<file path="config.mk">
export PLATFORM = sky130hd
export DESIGN_NAME = reg_file
export DESIGN_NICKNAME = d
export VERILOG_FILES = /design/src/rtl/reg_file.sv
export SDC_FILE = /design/constraint.sdc
export NUM_CORES = 2
export LEC_CHECK = 0
export CAP_MARGIN = 20
export CORE_UTILIZATION = 40
export DETAILED_ROUTE_END_ITERATION = 12
export GPL_TIMING_DRIVEN = 0
export PLACE_DENSITY = 0.6
export SLEW_MARGIN = 20
export SYNTH_ARGS = -nofsm -noshare
export SYNTH_HDL_FRONTEND = slang
export SYNTH_SLANG_ARGS = --single-unit
</file>
<file path="constraint.sdc">
create_clock -name c -period 5.03 [get_ports c]
set_input_delay 1.006 -clock c [delete_from_list [all_inputs] [get_ports c]]
set_output_delay 1.006 -clock c [all_outputs]
set_load 0.005 [all_outputs]
</file>
<file path="src/rtl/reg_file.sv">
// General-purpose register bank: one synchronous write port, two combinational
// read ports, optional hardwired-zero entry 0, optional write-to-read bypass.
module reg_file #(
  parameter  int WIDTH    = 32,
  parameter  int DEPTH    = 32,
  parameter  int ZERO_REG = 1,
  parameter  int BYPASS   = 1,
  localparam int AW       = $clog2(DEPTH)
) (
  input  logic             c,
  input  logic             r,
  input  logic             l,
  input  logic [AW-1:0]    wa,
  input  logic [WIDTH-1:0] d,
  input  logic [AW-1:0]    ra1,
  input  logic [AW-1:0]    ra2,
  output logic [WIDTH-1:0] q1,
  output logic [WIDTH-1:0] q2,
  output logic [AW:0]      cnt
);

  // Entry 0 cannot be written when hardwired to zero, so the ceiling drops by one.
  localparam logic [AW:0] CNT_MAX = (AW+1)'((ZERO_REG != 0) ? (DEPTH - 1) : DEPTH);

  logic [DEPTH-1:0][WIDTH-1:0] mem_q;
  logic [DEPTH-1:0][WIDTH-1:0] mem_d;
  logic [DEPTH-1:0]            written_q;
  logic [DEPTH-1:0]            written_d;
  logic [AW:0]                 cnt_q;
  logic [AW:0]                 cnt_d;
  logic                        wr_en_s;
  logic                        byp_en_s;

  function automatic logic is_zero_entry(input logic [AW-1:0] addr);
    logic z;
    if (ZERO_REG != 0) begin
      z = (addr == '0);
    end else begin
      z = 1'b0;
    end
    return z;
  endfunction

  function automatic logic [WIDTH-1:0] read_word(
    input logic [AW-1:0]                 addr,
    input logic [DEPTH-1:0][WIDTH-1:0]   mem,
    input logic                          byp_en,
    input logic [AW-1:0]                 waddr,
    input logic [WIDTH-1:0]              wdata
  );
    logic [WIDTH-1:0] v;
    if (is_zero_entry(addr)) begin
      v = '0;
    end else if ((BYPASS != 0) && byp_en && (addr == waddr)) begin
      v = wdata;
    end else begin
      v = mem[addr];
    end
    return v;
  endfunction

  // Write qualification; bypass is also gated by reset so reads stay 0 while r is low.
  always_comb begin
    wr_en_s  = l & ~is_zero_entry(wa);
    byp_en_s = l & r;
  end

  // Next-state for array, written flags and occupancy counter.
  always_comb begin
    mem_d     = mem_q;
    written_d = written_q;
    cnt_d     = cnt_q;
    if (wr_en_s) begin
      mem_d[wa] = d;
      if (!written_q[wa]) begin
        written_d[wa] = 1'b1;
        if (cnt_q < CNT_MAX) begin
          cnt_d = cnt_q + (AW+1)'(1);
        end else begin
          cnt_d = cnt_q;
        end
      end else begin
        written_d[wa] = 1'b1;
      end
    end else begin
      mem_d = mem_q;
    end
  end

  // State registers; asynchronous reset clears everything and blocks writes.
  always_ff @(posedge c or negedge r) begin
    if (!r) begin
      mem_q     <= '0;
      written_q <= '0;
      cnt_q     <= '0;
    end else begin
      mem_q     <= mem_d;
      written_q <= written_d;
      cnt_q     <= cnt_d;
    end
  end

  // Combinational read ports.
  always_comb begin
    q1  = read_word(ra1, mem_q, byp_en_s, wa, d);
    q2  = read_word(ra2, mem_q, byp_en_s, wa, d);
    cnt = cnt_q;
  end

endmodule
</file>
# Word level (Yosys, flattened, before mapping)
# Index checks and enable logic that the tools add are counted.
# classes
addsub	1
magnitude_cmp	5
n_eq_ne	2
n_mux	15
n_bitwise	5
n_reduce_logical	7
# op_table
operator	n
$bwmux W1024	1
$bmux W32 S5	2
$mux W32	7
$demux W32 S5	1
$or A32 B32 Y32	1
$lt A5 B6 Y1 const B	3
$logic_not A5 Y1	3
$eq A5 B5 Y1	2
$add A6 B1 Y6 const B	1
$lt A6 B5 Y1 const B	1
$bmux W1 S5	1
$demux W1 S5	1
$ge A5 B1 Y1 const B	1
$logic_and A1 B1 Y1	3
$reduce_and A3 Y1	1
$and A1 B1 Y1	2
$mux W1	2
$not A1 Y1	2
# totals
reg_bits	1062
output_inout_bits	70
elab_cells	69

# Logic depth before layout (Yosys ltp)
# depth
word_depth	5
ltp_mapped	10

# Worst setup path after synthesis
# No wires, ideal clock.
# synth_timing
path_kind	input-to-output
start	in ra1[0]
end	out q1[29]
arrival_ns	2.836
t_required_ns	4.024
slack_ns	1.188
path_stages	6
path_buffers	3
path_cell_list	buf_2 -> buf_6 -> buf_2 -> mux4_2 -> mux4_2 -> a221o_1
# synth_via
elab_chain_cells	4
# synth_rtl
item	line	text
start: declaration	15	input logic [AW-1:0] ra1,
$bmux W32 S5 or $eq A5 B5 Y1 (tied branches)	57, 54	
$mux W32 (implied by the code) or $logic_and A1 B1 Y1 (tied branches)	57, 54	
$mux W32	54	end else if ((BYPASS != 0) && byp_en && (addr == waddr)) begin
$mux W32 *	52	if (is_zero_entry(addr)) begin
end: declaration	17	output logic [WIDTH-1:0] q1,
# Every way passes the cells marked *; elsewhere a longest branch is shown, timed or not. The select of a mux whose other input is x is not followed.

# Worst setup path in the final report
# layout_timing
start	in ra1[1]
end	out q1[11]
# The elaborated chain is that of the path after synthesis.

==> flow_summary.rst <==
.. list-table::
   :header-rows: 1

   * - Metric
     - Value
   * - Number of synthesized flops with an enable pin
     - 0
   * - Worst voltage drop across the vdd grid
     - roughly 0.00033 V
   * - Synth area leaders
     - sky130_fd_sc_hd__dfrtp_1 47%, sky130_fd_sc_hd__mux4_2 21%, sky130_fd_sc_hd__mux2_2 19%
   * - Measured slew at the worst slew-check pin
     - 1.289 ns
   * - Final Slew Violations
     - 0
   * - R2R Path End
     - cnt[1]
   * - Static Leak
     - between 20 and 30 nW
   * - Pin count of the biggest net entering global routing
     - 142
   * - Final Hold Viols
     - 0
   * - Proportion of power drawn by combinational gates
     - approximately 23%
   * - Maximum clock skew at final layout
     - between 0.04 and 0.05 ns
   * - Average wire per standard cell
     - ~43 um
   * - Nature of the critical path startpoint
     - primary input
   * - Critical register-to-register path startpoint
     - written_q[8]
   * - Post-DR vias/cell
     - 6.887
   * - Highest Clock Rate
     - between 150 and 200 MHz
   * - Post-detailed-placement half-perimeter wirelength
     - around 170000 um
   * - Clock root buffer
     - sky130_fd_sc_hd__clkbuf_16
   * - Mean Syn Cell Area
     - approximately 15 um2
   * - Share of Yosys cell area claimed by the top area cell type
     - ~47%
   * - Number of antenna violations at the first check in global routing
     - 15
   * - Library cell with the highest instance count after synthesis
     - sky130_fd_sc_hd__dfrtp_1
   * - NetSw
     - 7.740 mW
   * - Clock insertion delay at the later pin of the skew report
     - 0.79 ns
   * - Dominant cell type by area after synthesis
     - sky130_fd_sc_hd__dfrtp_1
   * - Switching share of power
     - between 20% and 30%
   * - Area growth, synth to finish
     - 17.56%
   * - Final clock period utilization by the worst path
     - 102.9%
   * - Setup crit end
     - q1[11]
   * - Number of cells on the worst reg-to-reg path
     - 5
   * - Htree depth
     - 3
   * - DRC violation total after the first TritonRoute iteration
     - between 5000 and 6000
   * - Outcome
     - complete, but fails checks
   * - Post-synthesis instance area
     - ~57000 um2
   * - Fraction of layout cells with a size suffix above 1
     - about half
   * - Die boundary width
     - 378.1 um
   * - Worst setup path startpoint
     - ra1[1]
   * - Worst min-delay path category
     - primary input to asynchronous set/reset pin
   * - Arrival time worst endpoint
     - 4.17 ns
   * - CP Capture Type
     - output port
   * - Aggregate routed wire length
     - ~260000 um
   * - Net total in the final layout
     - 4048
   * - Total of flip-flops plus latches after synthesis
     - 1061
   * - Main flop type after synthesis
     - sky130_fd_sc_hd__dfrtp_1
   * - GRT Overall Usage
     - between 30% and 40%
   * - Net count after synthesis
     - ~3800
   * - Standard-cell rows
     - roughly 140
   * - Count of pins on the block boundary
     - between 100 and 150
   * - Routability cong.
     - 0.9950
   * - Classification of the worst setup path
     - primary input to output port
   * - Internal power component
     - ~19 mW
   * - DRC viols
     - 0
   * - Sequential cell area
     - roughly 27000 um2
   * - Filler Cell Count
     - between 10000 and 15000
   * - Setup slack of the critical path after layout
     - -0.1461 ns
   * - Largest fanout of any net on the critical path
     - 10
   * - Total clock buffers created by CTS
     - around 120
   * - Via count of the first global-routing pass
     - about 41000
   * - Area of the multi-input gates
     - around 28000 um2
   * - Overflow left after global routing
     - 0
   * - Initial Utilization
     - 40.45%
   * - Worst-case clock buffer depth
     - 3
   * - Setup slack, reg-to-reg
     - between 2 and 3 ns
   * - Wire length of the first global-routing pass
     - 344900 um
   * - Most frequent cells after synthesis
     - 1061 x sky130_fd_sc_hd__dfrtp_1, 950 x sky130_fd_sc_hd__mux2_2, 529 x sky130_fd_sc_hd__mux4_2, 223 x sky130_fd_sc_hd__clkbuf_1, 167 x sky130_fd_sc_hd__mux2i_1
   * - Setup TNS
     - -0.8082 ns
   * - Cell count after synthesis
     - around 3700
   * - Core area
     - about 140000 um2
   * - PortBufs
     - 110
   * - Total Power Consumption
     - around 27 mW
   * - Library cells used by synthesis
     - 55
   * - Maxcap violations
     - 0
   * - Die extent in y
     - around 380 um
   * - Synth Warn #
     - 0
   * - Part of the power in registers
     - between 40% and 50%
   * - Antenna-violating nets left
     - 0
   * - Final setup fails
     - 19
   * - Violations in the final reports
     - negative setup slack
   * - Via count of the routed design
     - 41220
   * - CTS tree
     - built
   * - Fraction of power consumed by the clock network
     - 33.9%
   * - Post-synthesis sequential area ratio
     - 46.92%
   * - Share of synthesized flip-flops with an asynchronous set or reset
     - 100.0%
   * - Area of the die
     - 143000 um2
   * - Detailed-routing iteration count for the pre-antenna-repair pass
     - 6
   * - Setup repair after global routing missed its margin
     - true
   * - Clock Pin Slew Worst Setup and Hold Paths
     - approximately 0.060 ns
   * - Relative slew margins
     - roughly 14%
   * - Shortest period the worst path allows
     - between 5 and 6 ns
   * - Required time of the critical path
     - approximately 4 ns
   * - Power density over the cells
     - 398.7 nW/um2
   * - Clock Sinks
     - 1061
how the worst min path moves through the flow:
stage | startpoint | to | slack, ns | cells past startpoint
after CTS | r | mem_q[240] | 0.14 | 1
final | r | mem_q[240] | 0.15 | 1
after detailed placement | written_q[29] | written_q[29] | 0.45 | 1
after floorplan | written_q[3] | written_q[3] | 0.43 | 1
after global routing | r | mem_q[240] | 0.13 | 1
after global placement | written_q[18] | written_q[18] | 0.45 | 1
area by class of cell:
class,count,area share [%]
Timing Repair Buffer,174,3.740
Inverter,9,0.05643
Clock inverter,38,0.6076
Buffer,422,4.223
Multi-Input combinational cell,2210,42.57
Clock buffer,180,5.305
Antenna cell,15,0.05643
Sequential cell,1061,39.92
Tap cell,1876,3.529
what timing repair did:
action	4_1_cts	5_1_grt
pin swaps	9	2
gates cloned	10	1
endpoints found under the setup margin	64	37
gates resized for setup	277	35
hold buffers	0	0
setup buffers	20	0
logic make-up after synthesis:
family	synth area share, %
AOI/OAI and AO/OA	3.235
xor gates and xnor gates	0.2012
adders and majority gates	0.02211
buffers and inverters	3.447
DFF	46.92
muxes	44.05
and+or+nand+nor	2.118
per-layer routing:
layer | track usage [%] | routed length (um) | vias to the layer above
met5 | 0 | 22 | -
met4 | 25.11 | 22460 | 4
met3 | 13.95 | 33060 | 1000
met2 | 51.03 | 107800 | 3051
met1 | 45.08 | 92070 | 22150
li1 | - | - | 15010
sequential cells by signal, summed over array words and instances, names as in the netlist:
signal     flops
cnt            6
mem_q       1024
written_q     31
cells in the final DEF (no fill, tap or decap), types with 57 or more instances in the layout:
| cell type | count |
|---|---|
| sky130_fd_sc_hd__mux4_2 | 529 |
| sky130_fd_sc_hd__clkbuf_16 | 123 |
| sky130_fd_sc_hd__mux2i_1 | 165 |
| sky130_fd_sc_hd__mux2_1 | 57 |
| sky130_fd_sc_hd__nand2_1 | 57 |
| sky130_fd_sc_hd__clkdlybuf4s50_1 | 103 |
| sky130_fd_sc_hd__mux2_2 | 950 |
| sky130_fd_sc_hd__buf_2 | 92 |
| sky130_fd_sc_hd__dfrtp_1 | 1061 |
| sky130_fd_sc_hd__clkbuf_1 | 182 |
power by group through the flow:
stage	Clock [mW]	Combinational, mW	Sequential (mW)
5_1_grt	9.33	6.37	11.6
2_1_floorplan	0	3.95	11.1
3_3_place_gp	0	5.67	11.5
3_5_place_dp	0	5.83	11.5
6_report	8.99	6.13	11.4
4_1_cts	8.98	6.01	11.3
critical path, stage by stage:
cell and delay, ns:
sky130_fd_sc_hd__buf_2 0.22, sky130_fd_sc_hd__buf_2 0.24, sky130_fd_sc_hd__buf_4 0.41, sky130_fd_sc_hd__buf_4 0.45, sky130_fd_sc_hd__buf_6 0.34, sky130_fd_sc_hd__mux2i_1 0.12
sky130_fd_sc_hd__a211oi_1 0.46, sky130_fd_sc_hd__a221o_1 0.32, sky130_fd_sc_hd__clkdlybuf4s50_1 0.57
through the flow:
| stage | cell area [um2] | instances | utilization [%] | worst slack, ns | hold slack, ns |
|---|---|---|---|---|---|
| after floorplan | 56580 | 3708 | - | 1.188 | 0.4285 |
| after global placement | 60030 | 5694 | 42.92 | -46.97 | 0.4458 |
| after detailed placement | 61000 | 5727 | 43.61 | -2.422 | 0.4465 |
| after CTS | 66340 | 5970 | 47.43 | 0.00008082 | 0.1403 |
| after global routing | 66480 | 5970 | 47.53 | -0.006885 | 0.1312 |
| final | 66520 | 5985 | 47.55 | -0.1461 | 0.1454 |
Power figures use the tool's default switching activity.
